==> config.mk <==
export PLATFORM = sky130hd
export DESIGN_NAME = tracker_scan_flat
export DESIGN_NICKNAME = d
export VERILOG_FILES = /design/src/rtl/tracker_scan_if.sv /design/src/rtl/tracker_scan.sv /design/src/flat_wrapper.sv
export SDC_FILE = /design/constraint.sdc
export NUM_CORES = 1
export LEC_CHECK = 0
export CORE_ASPECT_RATIO = 1.4
export CORE_MARGIN = 2
export CORE_UTILIZATION = 47
export DETAILED_ROUTE_END_ITERATION = 16
export GPL_TIMING_DRIVEN = 0
export PLACE_DENSITY_LB_ADDON = 0.3
export SLEW_MARGIN = 10
export SYNTH_ARGS = -nofsm -noshare
export SYNTH_HDL_FRONTEND = slang
export SYNTH_SLANG_ARGS = --single-unit
==> constraint.sdc <==
create_clock -name CLK -period 4.79 [get_ports CLK]
set_input_delay 0.958 -clock CLK [delete_from_list [all_inputs] [get_ports CLK]]
set_output_delay 0.958 -clock CLK [all_outputs]
set_load 0.1 [all_outputs]
==> src/rtl/tracker_scan_if.sv <==
// tracker_scan_if: bundle between the raster scan generator and its two peers.
//   PIX_CE          pixel clock enable into the scanner
//   on              tracker pixel state returned for the current scan address
//   hcnt, vcnt      scan address (active column, linear active address)
//   o_hsync/o_vsync active-low syncs toward the frame sink
//   o_de, o_rgb     data enable and pixel colour
//   o_valid, o_sof  new-pixel strobe and start-of-frame pulse
// master: the scanner.  slave: the tracker/sink side (or a testbench).
interface tracker_scan_if;
  logic        PIX_CE;
  logic        on;
  logic [13:0] hcnt;
  logic [23:0] vcnt;
  logic        o_hsync;
  logic        o_vsync;
  logic        o_de;
  logic [23:0] o_rgb;
  logic        o_valid;
  logic        o_sof;

  modport master (
    input  PIX_CE, on,
    output hcnt, vcnt, o_hsync, o_vsync, o_de, o_rgb, o_valid, o_sof
  );

  modport slave (
    output PIX_CE, on,
    input  hcnt, vcnt, o_hsync, o_vsync, o_de, o_rgb, o_valid, o_sof
  );
endinterface

==> src/rtl/tracker_scan.sv <==
// tracker_scan: raster scan generator. Issues active-area scan addresses to the
// tracker, takes back its registered `on` bit and emits a timed RGB stream with
// syncs, aligned 2 CLK behind the address.
//   CLK    system clock
//   RESET  asynchronous active-high reset
//   bus    tracker_scan_if.master (PIX_CE/on in; hcnt, vcnt and video outputs out)
module tracker_scan #(
  parameter int unsigned HACT   = 480,
  parameter int unsigned HFP    = 8,
  parameter int unsigned HSW    = 32,
  parameter int unsigned HBP    = 40,
  parameter int unsigned VACT   = 270,
  parameter int unsigned VFP    = 3,
  parameter int unsigned VSW    = 5,
  parameter int unsigned VBP    = 6,
  parameter logic [23:0] FG_RGB = 24'hFFFFFF,
  parameter logic [23:0] BG_RGB = 24'h000000
) (
  input logic            CLK,
  input logic            RESET,
  tracker_scan_if.master bus
);
  // Last position of each phase; a phase ends on the PIX_CE cycle at that position.
  localparam logic [13:0] H_ACT_END  = 14'(HACT - 1);
  localparam logic [13:0] H_FP_END   = 14'(HACT + HFP - 1);
  localparam logic [13:0] H_SYNC_END = 14'(HACT + HFP + HSW - 1);
  localparam logic [13:0] H_TOT_END  = 14'(HACT + HFP + HSW + HBP - 1);
  localparam logic [13:0] V_ACT_END  = 14'(VACT - 1);
  localparam logic [13:0] V_FP_END   = 14'(VACT + VFP - 1);
  localparam logic [13:0] V_SYNC_END = 14'(VACT + VFP + VSW - 1);
  localparam logic [13:0] V_TOT_END  = 14'(VACT + VFP + VSW + VBP - 1);
  localparam logic [23:0] LINE_STEP  = 24'(HACT);

  typedef enum logic [1:0] {StAct, StFp, StSync, StBp} phase_e;

  phase_e      h_state, v_state;
  logic [13:0] hpos, vpos;
  logic [23:0] addr;   // linear address of the current active pixel
  logic [23:0] vbase;  // vpos*HACT for the current active line
  logic        active, line_end, frame_end;

  logic de1, hs1, vs1, ce1, org1;

  assign active    = (h_state == StAct) && (v_state == StAct);
  assign line_end  = (hpos == H_TOT_END);
  assign frame_end = line_end && (vpos == V_TOT_END);

  assign bus.hcnt = active ? hpos : '0;
  assign bus.vcnt = active ? addr : '0;

  // Stage 0: position counters, phase FSMs and linear address.
  always_ff @(posedge CLK or posedge RESET) begin
    if (RESET) begin
      hpos    <= '0;
      vpos    <= '0;
      h_state <= StAct;
      v_state <= StAct;
      addr    <= '0;
      vbase   <= '0;
    end else if (bus.PIX_CE) begin
      hpos <= line_end ? '0 : hpos + 14'd1;

      case (h_state)
        StAct:   if (hpos == H_ACT_END)  h_state <= StFp;
        StFp:    if (hpos == H_FP_END)   h_state <= StSync;
        StSync:  if (hpos == H_SYNC_END) h_state <= StBp;
        StBp:    if (line_end)           h_state <= StAct;
        default: h_state <= StAct;
      endcase

      if (line_end) begin
        vpos <= frame_end ? '0 : vpos + 14'd1;
        case (v_state)
          StAct:   if (vpos == V_ACT_END)  v_state <= StFp;
          StFp:    if (vpos == V_FP_END)   v_state <= StSync;
          StSync:  if (vpos == V_SYNC_END) v_state <= StBp;
          StBp:    if (vpos == V_TOT_END)  v_state <= StAct;
          default: v_state <= StAct;
        endcase
      end

      // Line starts reload from the shadow base so addr never depends on a multiply.
      if (frame_end) begin
        vbase <= '0;
        addr  <= '0;
      end else if (line_end) begin
        if (v_state == StAct) begin
          vbase <= vbase + LINE_STEP;
          addr  <= vbase + LINE_STEP;
        end
      end else if (active) begin
        addr <= addr + 24'd1;
      end
    end
  end

  // Stages 1 and 2 clock every CLK; `on` arrives aligned with stage 1.
  always_ff @(posedge CLK or posedge RESET) begin
    if (RESET) begin
      de1         <= 1'b0;
      hs1         <= 1'b1;
      vs1         <= 1'b1;
      ce1         <= 1'b0;
      org1        <= 1'b0;
      bus.o_de    <= 1'b0;
      bus.o_hsync <= 1'b1;
      bus.o_vsync <= 1'b1;
      bus.o_rgb   <= '0;
      bus.o_valid <= 1'b0;
      bus.o_sof   <= 1'b0;
    end else begin
      de1         <= active;
      hs1         <= (h_state != StSync);
      vs1         <= (v_state != StSync);
      ce1         <= bus.PIX_CE;
      org1        <= active && (hpos == '0) && (vpos == '0);
      bus.o_de    <= de1;
      bus.o_hsync <= hs1;
      bus.o_vsync <= vs1;
      bus.o_rgb   <= de1 ? (bus.on ? FG_RGB : BG_RGB) : '0;
      bus.o_valid <= ce1;
      bus.o_sof   <= ce1 & de1 & org1;
    end
  end
endmodule

==> src/flat_wrapper.sv <==
// flat-port wrapper written by rule: the top's interface ports become plain ports
module tracker_scan_flat 
#(
  parameter int unsigned HACT   = 480,
  parameter int unsigned HFP    = 8,
  parameter int unsigned HSW    = 32,
  parameter int unsigned HBP    = 40,
  parameter int unsigned VACT   = 270,
  parameter int unsigned VFP    = 3,
  parameter int unsigned VSW    = 5,
  parameter int unsigned VBP    = 6,
  parameter logic [23:0] FG_RGB = 24'hFFFFFF,
  parameter logic [23:0] BG_RGB = 24'h000000
)
  (CLK, RESET, bus_PIX_CE, bus_on, bus_hcnt, bus_vcnt, bus_o_hsync, bus_o_vsync, bus_o_de, bus_o_rgb, bus_o_valid, bus_o_sof);
  tracker_scan_if bus_i ();
  input logic CLK;
  input logic RESET;
  input wire logic [$bits(bus_i.PIX_CE)-1:0] bus_PIX_CE;
  input wire logic [$bits(bus_i.on)-1:0] bus_on;
  output wire logic [$bits(bus_i.hcnt)-1:0] bus_hcnt;
  output wire logic [$bits(bus_i.vcnt)-1:0] bus_vcnt;
  output wire logic [$bits(bus_i.o_hsync)-1:0] bus_o_hsync;
  output wire logic [$bits(bus_i.o_vsync)-1:0] bus_o_vsync;
  output wire logic [$bits(bus_i.o_de)-1:0] bus_o_de;
  output wire logic [$bits(bus_i.o_rgb)-1:0] bus_o_rgb;
  output wire logic [$bits(bus_i.o_valid)-1:0] bus_o_valid;
  output wire logic [$bits(bus_i.o_sof)-1:0] bus_o_sof;
  assign bus_i.PIX_CE = bus_PIX_CE;
  assign bus_i.on = bus_on;
  assign bus_hcnt = bus_i.hcnt;
  assign bus_vcnt = bus_i.vcnt;
  assign bus_o_hsync = bus_i.o_hsync;
  assign bus_o_vsync = bus_i.o_vsync;
  assign bus_o_de = bus_i.o_de;
  assign bus_o_rgb = bus_i.o_rgb;
  assign bus_o_valid = bus_i.o_valid;
  assign bus_o_sof = bus_i.o_sof;
  tracker_scan #(.HACT(HACT), .HFP(HFP), .HSW(HSW), .HBP(HBP), .VACT(VACT), .VFP(VFP), .VSW(VSW), .VBP(VBP), .FG_RGB(FG_RGB), .BG_RGB(BG_RGB)) u_core (.CLK(CLK), .RESET(RESET), .bus(bus_i));
endmodule
==> out/results.txt <==
Initial antenna violation count: 0
Ys async rst share: 100%
Worst path cell trace: inv_1 > ha_1 > clkbuf_1 > clkbuf_1 > clkbuf_1 > and3_1 > clkdlybuf4s50_1
Rel. slew slack: 15.4%
Final Max Slew Viols: 0
Setup Skew: 0.00898 ns
Total gr overflow: 0
Vias/cell: 6.18
M3 GR Usage: 4.42%
Top FF cell, synth: dfrtp_1
Antenna diodes: 0
Layout cells sized above 1: 9.37%
Pwr dens: 248 mW/mm^2
CTS tree: yes
Worst-Margin Slew: 1.26 ns
CP most frequent cell: clkbuf_1
Avg WL per Cell: 18.9 um
Worst min path class: flop to flop
Core Util, Final: 58.7%
Syn Std Cell Area: 0.00541 mm^2
Hold slack final: 0.359 ns
Final setup vio count: 0
Period utilization: 96.6%
Setup ws final: 0.162 ns
# DRC: 0
Placed instance area: 0.00632 mm^2
1st-pass router iterations: 5
I/O Buffers: 70
Delay-heaviest family, CP: buffers and inverters
Tot GR Track Use: 26.3%
Grt met1 use: 32.2%
Gr busiest metal: met2
Clock sinks: 86
Fmax: 216 MHz
Initial DRC count: 485
Unrepaired setup endpoints after global routing: false
Placer's final routability congestion estimate: 0.943
First-pass GRT wire length: 25100 um
Initial Utilization: 48.0%
Hold_buf cts: 0
Placement Rows: 46
Max Cap Viol: 0
Clock latency on the worst-skew pair: 0.36 ns
Mapped Cells: 596
Largest net degree at the start of global routing: 49
Post-synth EDFFs: 0
Slowest Stage Delay on Critical Path: 1.14 ns
VDD IR max: 0.267 mV
P&R area growth vs syn: 22.3%
Slowest-stage cell, CP: clkdlybuf4s50_1
CP required: 3.83 ns
Worst flop-to-flop path startpoint: u_core.vpos[10]$_DFFE_PP0P_
Clock transition at path regs: 0.06 ns
Finished layout cell area: 0.00662 mm^2
GR Layer Usage met2: 44.9%
Tmin final: 4.63 ns
Routed WL: 15600 um
Synthesis-stage register bit count: 86
CP arrival: 3.67 ns
Setup slack, reg-to-reg: 1.39 ns
Vias in the first global route: 4981
Detail Route Antenna Nets: 0
Die area: 0.0124 mm^2
Post-DP HPWL: 11200 um
Boundary Pins: 71
R2r worst-path depth: 7
Syn nets: 615
Worst Hold Depth: 0
Routed vias: 5111
CTS root buf: clkbuf_16
Hold Path End: u_core.bus.o_hsync$_DFF_PP1_
WS Path Type: flop to output port
Hold Path Origin: u_core.hs1$_DFF_PP1_
Crit path buf inv count: 5
Nets: 697
Outcome: finished clean
CTS Buffer Depth: 2
Netlist cell types: 65
Pre-CTS setup slack: 0.573 ns
Cts bufs inserted: 9
Worst setup EP type: output port
Startpoint types: flop
Syn Area/Cell: 9.08 um^2
Leak: 2.83 nW
Ys Warns: 0
Fin. Hold Viols: 0
Die H: 131 um
Max FO, Critical Path: 10
RR Endpoint: u_core.addr[22]$_DFFE_PP0P_
# H-tree levels: 3
Seq/Total Area, Yosys: 39.8%
DIE WIDTH: 94.7 um
Core area: 0.0113 mm^2
Setup tns final: 0 ns
[cell type report]
class                   count  area, um^2
plain buffers              66         359
clock buffers              12         267
clock inverters             4        30.0
fillers                  1042        4660
inverters                  21        81.3
multi-input cells         423        2820
flip-flops and latches     86        2160
well taps                 144         180
repair buffers             71         731
[layer usage]
layer / vias up / wire [um]
met5: - / 0
li1: 2354 / -
met2: 227 / 8020
met1: 2484 / 6080
met3: 46 / 941
met4: 0 / 590
[synthesized netlist by cell type, types with 3 or more instances]
cell / n / area [um^2]
or4_1: 3 / 22.5
o22ai_1: 4 / 25.0
o22a_1: 4 / 35.0
and3_1: 51 / 319
o21ai_0: 27 / 135
nor3_1: 22 / 110
nand3_1: 25 / 125
nor2_1: 35 / 131
and2_1: 3 / 18.8
inv_1: 21 / 78.8
xor2_1: 12 / 105
dfstp_2: 4 / 105
xnor2_1: 21 / 184
nor4b_1: 3 / 26.3
o2bb2ai_1: 6 / 52.6
o31ai_1: 9 / 67.6
a31oi_1: 12 / 75.1
ha_1: 15 / 188
nand2_1: 30 / 113
a21o_1: 5 / 37.5
o211ai_1: 8 / 60.1
dfrtp_1: 82 / 2050
or3_1: 6 / 37.5
and4_1: 7 / 61.3
mux2i_1: 3 / 30.0
nor4_1: 9 / 56.3
nor3b_1: 4 / 30.0
a41oi_1: 5 / 43.8
clkbuf_1: 36 / 135
o41ai_1: 4 / 35.0
nand4_1: 24 / 150
buf_6: 3 / 33.8
buf_4: 23 / 173
a21oi_1: 17 / 85.1
o21ai_1: 5 / 25.0
o32a_1: 10 / 100
[cell families (layout without fill, tap and decap cells)]
kind of cell / Yosys count / in the layout / share of synthesized area (%)
AO/OA/AOI/OAI: 130 / 130 / 16.9
XOR/XNOR: 33 / 33 / 5.34
adder cells (fa/ha/maj): 15 / 15 / 3.47
buffers and inverters: 87 / 174 / 8.09
flip-flops: 86 / 86 / 39.8
multiplexers: 6 / 6 / 1.25
AND/OR/NAND/NOR: 239 / 239 / 25.1
[flip-flops by register name, indices dropped and copies added (netlist names), 2 cells and up]
signal and cells:
u_core.addr 24, u_core.v_state 2, u_core.vpos 14, u_core.vbase 19, u_core.h_state 2, u_core.hpos 14
[worst register-to-register path, stage by stage, from the launching register on]
cell and delay (ns):
dfrtp_1 0.42, nor4_1 0.85, and4_1 0.32, clkbuf_1 0.44, a21boi_1 0.39, clkbuf_1 0.36
o31ai_1 0.31, o311ai_1 0.15
[how the worst max path moves through the flow]
stage / startpoint / endpoint / slack (ns) / cells past startpoint
after floorplan: RESET / u_core.addr[0]$_DFFE_PP0P_ / 1.62 / 1
after global placement: RESET / u_core.vpos[2]$_DFFE_PP0P_ / 0.20 / 2
after detailed placement: u_core.v_state[0]$_DFFE_PP0P_ / bus_vcnt[19] / 0.57 / 7
after CTS: u_core.v_state[0]$_DFFE_PP0P_ / bus_vcnt[19] / 0.20 / 7
after global routing: u_core.v_state[0]$_DFFE_PP0P_ / bus_vcnt[20] / 0.01 / 7
final: u_core.v_state[0]$_DFFE_PP0P_ / bus_vcnt[20] / 0.16 / 7
[metrics by stage]
step           instances  total power, mW
2_1_floorplan        596            0.907
3_3_place_gp         810            0.947
3_5_place_dp         811            0.958
4_1_cts              827             1.65
5_1_grt              827             1.70
6_report             827             1.64
[layout by cell type, fill, tap and decap left out, drive strengths merged, types with 22 or more instances in the layout]
| master | Yosys | routed |
|---|---|---|
| clkbuf | 36 | 48 |
| nand3 | 25 | 25 |
| and3 | 51 | 51 |
| dfrtp | 82 | 82 |
| nor3 | 22 | 22 |
| nand2 | 31 | 31 |
| buf | 30 | 31 |
| clkdlybuf4s50 | 0 | 69 |
| nor2 | 35 | 35 |
| o21ai | 34 | 34 |
| nand4 | 25 | 25 |
[power breakdown]
group | internal (mW) | switching (mW)
combinational | 0.0529 | 0.121
clock | 0.395 | 0.301
sequential | 0.754 | 0.0205
[what timing repair did]
item | 4_1_cts | 5_1_grt
resized for setup | 0 | 1
buffers inserted | 0 | 0
endpoints found under the setup margin | 0 | 1
hold endpoints to repair | 0 | 0
No activity file was read; power rests on OpenSTA's default activity.
